===== config.mk =====
export PLATFORM = sky130hd
export DESIGN_NAME = icache_ctrl
export DESIGN_NICKNAME = d
export VERILOG_FILES = /design/src/rtl/icache_ctrl.sv
export SDC_FILE = /design/constraint.sdc
export NUM_CORES = 1
export LEC_CHECK = 0
export BUFFER_PORTS_ARGS = -buffer_cell sky130_fd_sc_hd__buf_2
export CAP_MARGIN = 10
export CORE_MARGIN = 5
export CORE_UTILIZATION = 55
export CTS_CLUSTER_DIAMETER = 120
export CTS_CLUSTER_SIZE = 25
export DETAILED_ROUTE_END_ITERATION = 7
export PLACE_DENSITY_LB_ADDON = 0.08
export SYNTH_ARGS = -nofsm -noshare
export SYNTH_HDL_FRONTEND = slang
export SYNTH_SLANG_ARGS = --single-unit

===== constraint.sdc =====
create_clock -name CLK -period 5 [get_ports CLK]
set_input_delay 0 -clock CLK [delete_from_list [all_inputs] [get_ports CLK]]
set_output_delay 0 -clock CLK [all_outputs]
set_load 0.02 [all_outputs]

===== src/rtl/icache_ctrl.sv =====
// rtl/icache_ctrl.sv - direct-mapped instruction cache controller, one word per frame
// Lookup is combinational in IDLE; a miss parks in FETCH until memory answers.
module icache_ctrl #(
  parameter int FRAMES = 16,
  parameter int CNTW   = 16
) (
  input  logic            CLK,
  input  logic            RST,
  input  logic            imemREN,
  input  logic [31:0]     imemaddr,
  input  logic            iflush,
  output logic            ihit,
  output logic [31:0]     imemload,
  output logic            iREN,
  output logic [31:0]     iaddr,
  input  logic            iwait,
  input  logic [31:0]     iload,
  output logic [CNTW-1:0] misscnt
);
  localparam int IW = $clog2(FRAMES);
  localparam int TW = 30 - IW;

  typedef enum logic {IDLE, FETCH} state_t;
  state_t state, next_state;

  logic [FRAMES-1:0] valid;
  logic [TW-1:0]     tag_mem  [FRAMES];
  logic [31:0]       data_mem [FRAMES];
  logic [31:0]       miss_addr;

  logic [IW-1:0] req_idx, fill_idx;
  logic [TW-1:0] req_tag, fill_tag;
  logic          lookup_hit, miss, fill;

  assign req_idx    = imemaddr[IW+1:2];
  assign req_tag    = imemaddr[31:IW+2];
  assign fill_idx   = miss_addr[IW+1:2];
  assign fill_tag   = miss_addr[31:IW+2];
  assign lookup_hit = valid[req_idx] && (tag_mem[req_idx] == req_tag);

  always_ff @(posedge CLK) begin
    if (RST) state <= IDLE;
    else     state <= next_state;
  end

  always_comb begin
    next_state = state;
    case (state)
      IDLE:    if (miss)   next_state = FETCH;
      FETCH:   if (!iwait) next_state = IDLE;
      default: next_state = IDLE;
    endcase
  end

  always_comb begin
    ihit     = 1'b0;
    imemload = 32'h0;
    iREN     = 1'b0;
    iaddr    = 32'h0;
    miss     = 1'b0;
    fill     = 1'b0;
    case (state)
      IDLE: begin
        if (imemREN) begin
          if (lookup_hit) begin
            ihit     = 1'b1;
            imemload = data_mem[req_idx];
          end else begin
            miss = 1'b1;
          end
        end
      end
      FETCH: begin
        iREN  = 1'b1;
        iaddr = miss_addr;
        fill  = !iwait;
      end
      default: ;
    endcase
  end

  // Flush takes priority over a same-cycle fill so the frame stays invalid.
  always_ff @(posedge CLK) begin
    if (RST) begin
      valid     <= '0;
      misscnt   <= '0;
      miss_addr <= 32'h0;
    end else begin
      if (miss) begin
        miss_addr <= {imemaddr[31:2], 2'b00};
        if (misscnt != '1) misscnt <= misscnt + 1'b1;
      end
      if (iflush)    valid           <= '0;
      else if (fill) valid[fill_idx] <= 1'b1;
    end
  end

  always_ff @(posedge CLK) begin
    if (fill && !RST) begin
      tag_mem[fill_idx]  <= fill_tag;
      data_mem[fill_idx] <= iload;
    end
  end
endmodule


Word-level counts from Yosys, hierarchy flattened

Memories as Yosys holds them, arrays and structs flattened.
Index checks and enable logic that the tools add are counted.

Add/subtract/negate cells: 1
Multiply operators: 0
Shifts and indexed selects: 0
$lt $le $gt $ge: 3
Reduce and logical (&&, ||, !) cells: 7
Multiplexer cells: 21
Eq/ne operators: 2
Divide/modulo/power cells: 0
Bitwise logic cells: 2

Operators with widths:

| kind                                                                   | count |
|---|---|
| 32-bit two-way mux                                                     | 4 |
| 26-bit == test                                                         | 1 |
| 16-bit by 1-bit adder with 16-bit output (second input constant)       | 1 |
| 16-bit inequality test (second input constant)                         | 1 |
| 16-bit OR                                                              | 1 |
| 1-bit two-way mux                                                      | 14 |
| 4-bit by 5-bit < comparator with 1-bit output (second input constant)  | 2 |
| 1-bit binary-select mux with 4-bit select                              | 1 |
| 1-bit demux with 4-bit select                                          | 1 |
| 4-bit by 1-bit >= comparator with 1-bit output (second input constant) | 1 |
| 1-bit logical AND                                                      | 3 |
| 1-bit logical NOT                                                      | 2 |
| 1-bit case mux with 2 select lines                                     | 1 |
| 2-bit AND reduction                                                    | 1 |
| 2-bit OR reduction                                                     | 1 |
| 1-bit NOT                                                              | 1 |

Memory bits (read-only): 0
Latch bits: 0
Memories: 2
Bits in registers: 63
Output and inout bits: 82
Logic and storage cells: 42
Bits in writable memories: 928
Bits of input ports: 69

Memories:

| memory   | depth | bits a word | read ports | clocked after memory_dff | write ports | line | text |
|---|---|---|---|---|---|---|---|
| data_mem | 16    | 32          | 1          | 0                        | 1           | 28   | `logic [31:0] data_mem [FRAMES];` |
| tag_mem  | 16    | 26          | 1          | 0                        | 1           | 27   | `logic [TW-1:0] tag_mem [FRAMES];` |

Longest topological paths before layout

Word-level depth: 8
Mapped depth: 16
Depth with buffers taken out: 9

Worst setup path after synthesis

OpenSTA, ideal clock, no wires.

Path type: reg2reg
Start point: register state
End point: memory data_mem[3][0] (enable)
Required time: 4.455 ns
Path slack: -0.678 ns
Period minus slack after synthesis: 5.678 ns
Cell stages (with the launch flop): 5
Path buffers: 0
Setup time: 0.545 ns
Arrival time: 5.133 ns
Cells stage by stage: dfxtp_1 -> and2_1 -> and3b_1 -> nand2b_1 -> nor3_1

Longest elaborated chain between the ends: 4

RTL lines:

| element                                 | line | text |
|---|---|---|
| start, declared                         | 24   | `state_t state, next_state;` |
| start signal, assigned                  | 43   | `else state <= next_state;` |
| 1-bit two-way mux                       | 62   | `case (state)` |
| 1-bit logical AND                       | 99   | `if (fill && !RST) begin` |
| 1-bit two-way mux                       | 99   |  |
| 1-bit two-way mux (implied by the code) | 101  | `data_mem[fill_idx] <= iload;` |
| end, declared                           | 28   |  |

Every way passes these cells.

Worst setup path in the final report

Start point: input port imemaddr[2]
End point: register miss_addr[15]

Longest elaborated chain between the ends: 6
Elaborated cells on any way between the ends: 8
Those cells by class: eq/ne: 1; mux: 5; reduce/logical: 1; memory: 1

RTL lines:

| element                                                                              | line | text |
|---|---|---|
| start, declared                                                                      | 10   | `input logic [31:0] imemaddr,` |
| memory read 16 x 26 bit or 1-bit binary-select mux with 4-bit select (tied branches) | -    |  |
| 26-bit == test or 1-bit two-way mux (tied branches)                                  | 39   | `assign lookup_hit = valid[req_idx] && (tag_mem[req_idx] == req_tag);` |
| 1-bit logical AND *                                                                  | 39   |  |
| 1-bit two-way mux *                                                                  | 65   | `if (lookup_hit) begin` |
| 1-bit two-way mux *                                                                  | 64   | `if (imemREN) begin` |
| 1-bit two-way mux *                                                                  | 62   |  |
| end signal, assigned                                                                 | 90   | `miss_addr <= {imemaddr[31:2], 2'b00};` |
| end, declared                                                                        | 29   | `logic [31:0] miss_addr;` |

Mark *: on every way between the ends. The rest lies on a longest branch, timed or not. The select of a mux whose other input is x is not followed.
A chain may end at the register's enable or synchronous reset.

==> impl_metrics.tcl <==
set metrics [dict create \
    numPortBuffers 146 \
    cts_root_buffer "clkbuf_16" \
    final_hold_viol_count 0 \
    place_congestion 0.784 \
    fin_util 0.612 \
    start_kind "input pin" \
    drive_gt1_frac 0.252 \
    cts_buffer_depth 3 \
    wl_per_cell_um 29.1 \
    post_cts_buffers 0 \
    htreeDepth 2 \
    cts_sinks 991 \
    status "finished, final reports clean" \
    critPathCaptureType "flop" \
    vias 19000 \
    report.final.slew_viol_count 0 \
    yosys-top-cells-area "edfxtp_1, mux4_2, dfxtp_1" \
    arrival_ps 5120 \
    grtUsageTotal 0.236 \
    clk_pin_slew_ps 100 \
    core_um2 69900 \
    ys_ff_latch 991 \
    drc 0 \
    synth-edff-count 928 \
    setup_tns_ps 0 \
    min_period_ps 4610 \
    grt_max_degree 65 \
    synth-seq-area-share 0.753 \
    syn_avg_cell_area_um2 20.8 \
    area_growth_pct 10.6 \
    powerDensity_nw_per_um2 330 \
    syn_inst 1855 \
    synth_top_area_share 0.721 \
    initial_core_util 0.553 \
    num_rows 97 \
    io_pins 151 \
    hold_path_depth 4 \
    path_depth 14 \
    setup_viol 0 \
    cts_resized 0 \
    drt-initial-drc-count 1930 \
    dp_hpwl_mm 46.3 \
    skew_ps 19.0 \
    leakage_nw 14.2 \
    crit_chain "dlygate4sd3_1 -> buf_8 -> buf_4 -> mux4_2 -> mux2i_1 -> xnor2_1 -> nand2_1 -> o2111ai_1 -> or4b_1 -> o21a_2 -> buf_12 -> mux2i_1 -> nor2_1 -> dlygate4sd3_1" \
    path_max_fanout 48 \
    fin_crit_sh 0.921 \
    r2r_cells 12 \
    drt-pass1-iter-count 5 \
    netlist_area_um2 38700 \
    ys_warn_count 0 \
    worstSkewPairLatency_ps 620 \
    fillers 5019 \
    numCtsBuffers 45 \
    die_area_um2 75700 \
    cts_tree "yes" \
    crit_type "in -> reg" \
    slowest_delay_ps 720 \
    critical_path_required_ps 5510 \
    ys_types 58 \
    worst_pin_slew_ps 1180 \
    finalWorstSetupSlack_ps 393 \
    async_flop_share 0 \
    grt_pass1_wl_mm 131 \
    totalPowerFinal_w 0.0141 \
    via_per_inst 6.26 \
    fp.dieW_um 275 \
    antenna_found_initial 3 \
    yosysTopAreaCell "edfxtp_1" \
    finalNonFillerCells 3029 \
    critPathBufInv 5 \
    cts_hold_buf 67 \
    maxCapViolCount 0 \
    cp_top_family "buffers and inverters" \
    place_ws_ps 738 \
    ant_nets 0 \
    dp_cells 2895 \
    wl_mm 88.2 \
    grt_pass1_vias 19600 \
    slowest_stage "buf_4" \
    ir_worst_vdd_mv 0.304 \
    rsz0062_at_grt "no" \
    max_slew_margin 0.209 \
    nets 2139 \
    die_h_um 275 \
    hold_class "in -> reg" \
    synth-main-ff-cell "edfxtp_1" \
    overflow 0 \
    fmax_mhz 217 \
]
-- cells in the final DEF, fill, tap and decap left out, types with 4 or more instances in the layout --
cell type | netlist | layout
a22oi_1 | 30 | 30
a22o_1 | 6 | 6
nor2_4 | 0 | 16
and2_1 | 37 | 37
buf_12 | 0 | 16
mux2_2 | 8 | 8
mux2i_1 | 100 | 100
a21o_1 | 4 | 4
clkbuf_16 | 0 | 47
nor2_1 | 86 | 70
nand2b_1 | 13 | 13
dlygate4sd3_1 | 0 | 67
buf_4 | 8 | 38
and3_1 | 50 | 50
xor2_1 | 4 | 4
nand3_1 | 17 | 17
a21oi_1 | 31 | 31
nor2b_1 | 20 | 19
nor3_1 | 5 | 4
nand4_1 | 8 | 8
nor4_1 | 8 | 8
clkbuf_1 | 45 | 15
nand2_1 | 16 | 16
xnor2_1 | 13 | 13
o21ai_0 | 7 | 7
dfxtp_1 | 63 | 63
edfxtp_1 | 928 | 928
mux4_2 | 243 | 243
buf_2 | 23 | 142
or3_1 | 7 | 7
-- tightest hold or removal path: stages --
cell	delay, ps
buf_8	220
buf_12	240
mux2i_1	150
nor2_1	50
-- registers in the layout, indices dropped and copies added (netlist names) --
name and cells:
data_mem 512, tag_mem 416, miss_addr 30, misscnt 16, valid 16, state 1
-- kinds of logic after synthesis --
family / count (synthesis) / share of synthesized area
compound gates: 108 / 0.0195
xor+xnor: 17 / 0.00385
fa+ha+maj: 1 / 0.000324
buf+inv: 103 / 0.0133
flops: 991 / 0.753
mux: 356 / 0.171
other cells: 1 / 0.0000970
simple gates: 278 / 0.0382
-- synthesized netlist by cell type, types with 2 or more instances --
master / count
o2111ai_1: 2
nand2_1: 16
or3_1: 7
nor3b_1: 3
inv_1: 3
nor2b_1: 20
o21ai_1: 3
buf_4: 8
a221oi_1: 3
o21ai_0: 7
dfxtp_1: 63
mux2i_1: 100
a211oi_1: 2
a221oi_2: 2
mux2_1: 3
a21o_1: 4
a31o_1: 2
nor3_1: 5
and2_1: 37
xnor2_1: 13
xor2_1: 4
mux2_4: 2
nand4_1: 8
clkbuf_1: 45
buf_2: 23
a211o_1: 3
or2_2: 2
edfxtp_1: 928
nand3_1: 17
buf_6: 9
a22o_1: 6
o22ai_1: 3
a31oi_1: 2
and3_1: 50
nor2_1: 86
buf_1: 15
a21oi_1: 31
a22oi_1: 30
mux2_2: 8
nor4_1: 8
mux4_2: 243
nand2b_1: 13
-- through the flow --
| step | hold slack [ps] | cell area, um2 |
|---|---|---|
| finish | 155 | 42800 |
| global route | 153 | 42800 |
| CTS | 104 | 42800 |
| detailed placement | 271 | 40800 |
| global placement | 269 | 40800 |
| floorplan | 98.9 | 38700 |
-- power by group --
part,leakage (nW),switching [W],internal [W]
registers,9.15,0.0000705,0.00909
clock network,0.608,0.00242,0.00174
logic,4.48,0.000441,0.000361
total,14.2,0.00293,0.0112
-- cell type report --
| type | instances | area (um2) | area share |
|---|---|---|---|
| clock inverters | 2 | 20.0 | 0.000468 |
| well taps | 940 | 1180 | 0.0275 |
| clock buffers | 62 | 1230 | 0.0288 |
| inverters | 3 | 11.3 | 0.000263 |
| flip-flops and latches | 991 | 29100 | 0.681 |
| multi-input cells | 762 | 9160 | 0.214 |
| repair buffers | 266 | 2030 | 0.0474 |
| diodes | 3 | 7.51 | 0.000176 |
-- routing by layer --
metal / global-route usage / share of wire
met5: 0 / 0
met4: 0.0462 / 0.019
met3: 0.0276 / 0.052
met2: 0.400 / 0.51
met1: 0.341 / 0.42
-- worst paths after layout --
kind	endpoint	from	slack (ps)
worst max-delay path	miss_addr[15]	imemaddr[2]	390
worst min register to register	valid[4]	valid[4]	480
worst min-delay path	miss_addr[3]	imemaddr[3]	150
worst max register to register	miss_addr[15]	tag_mem[15][19]	720
(Power assumes the default switching activity.)
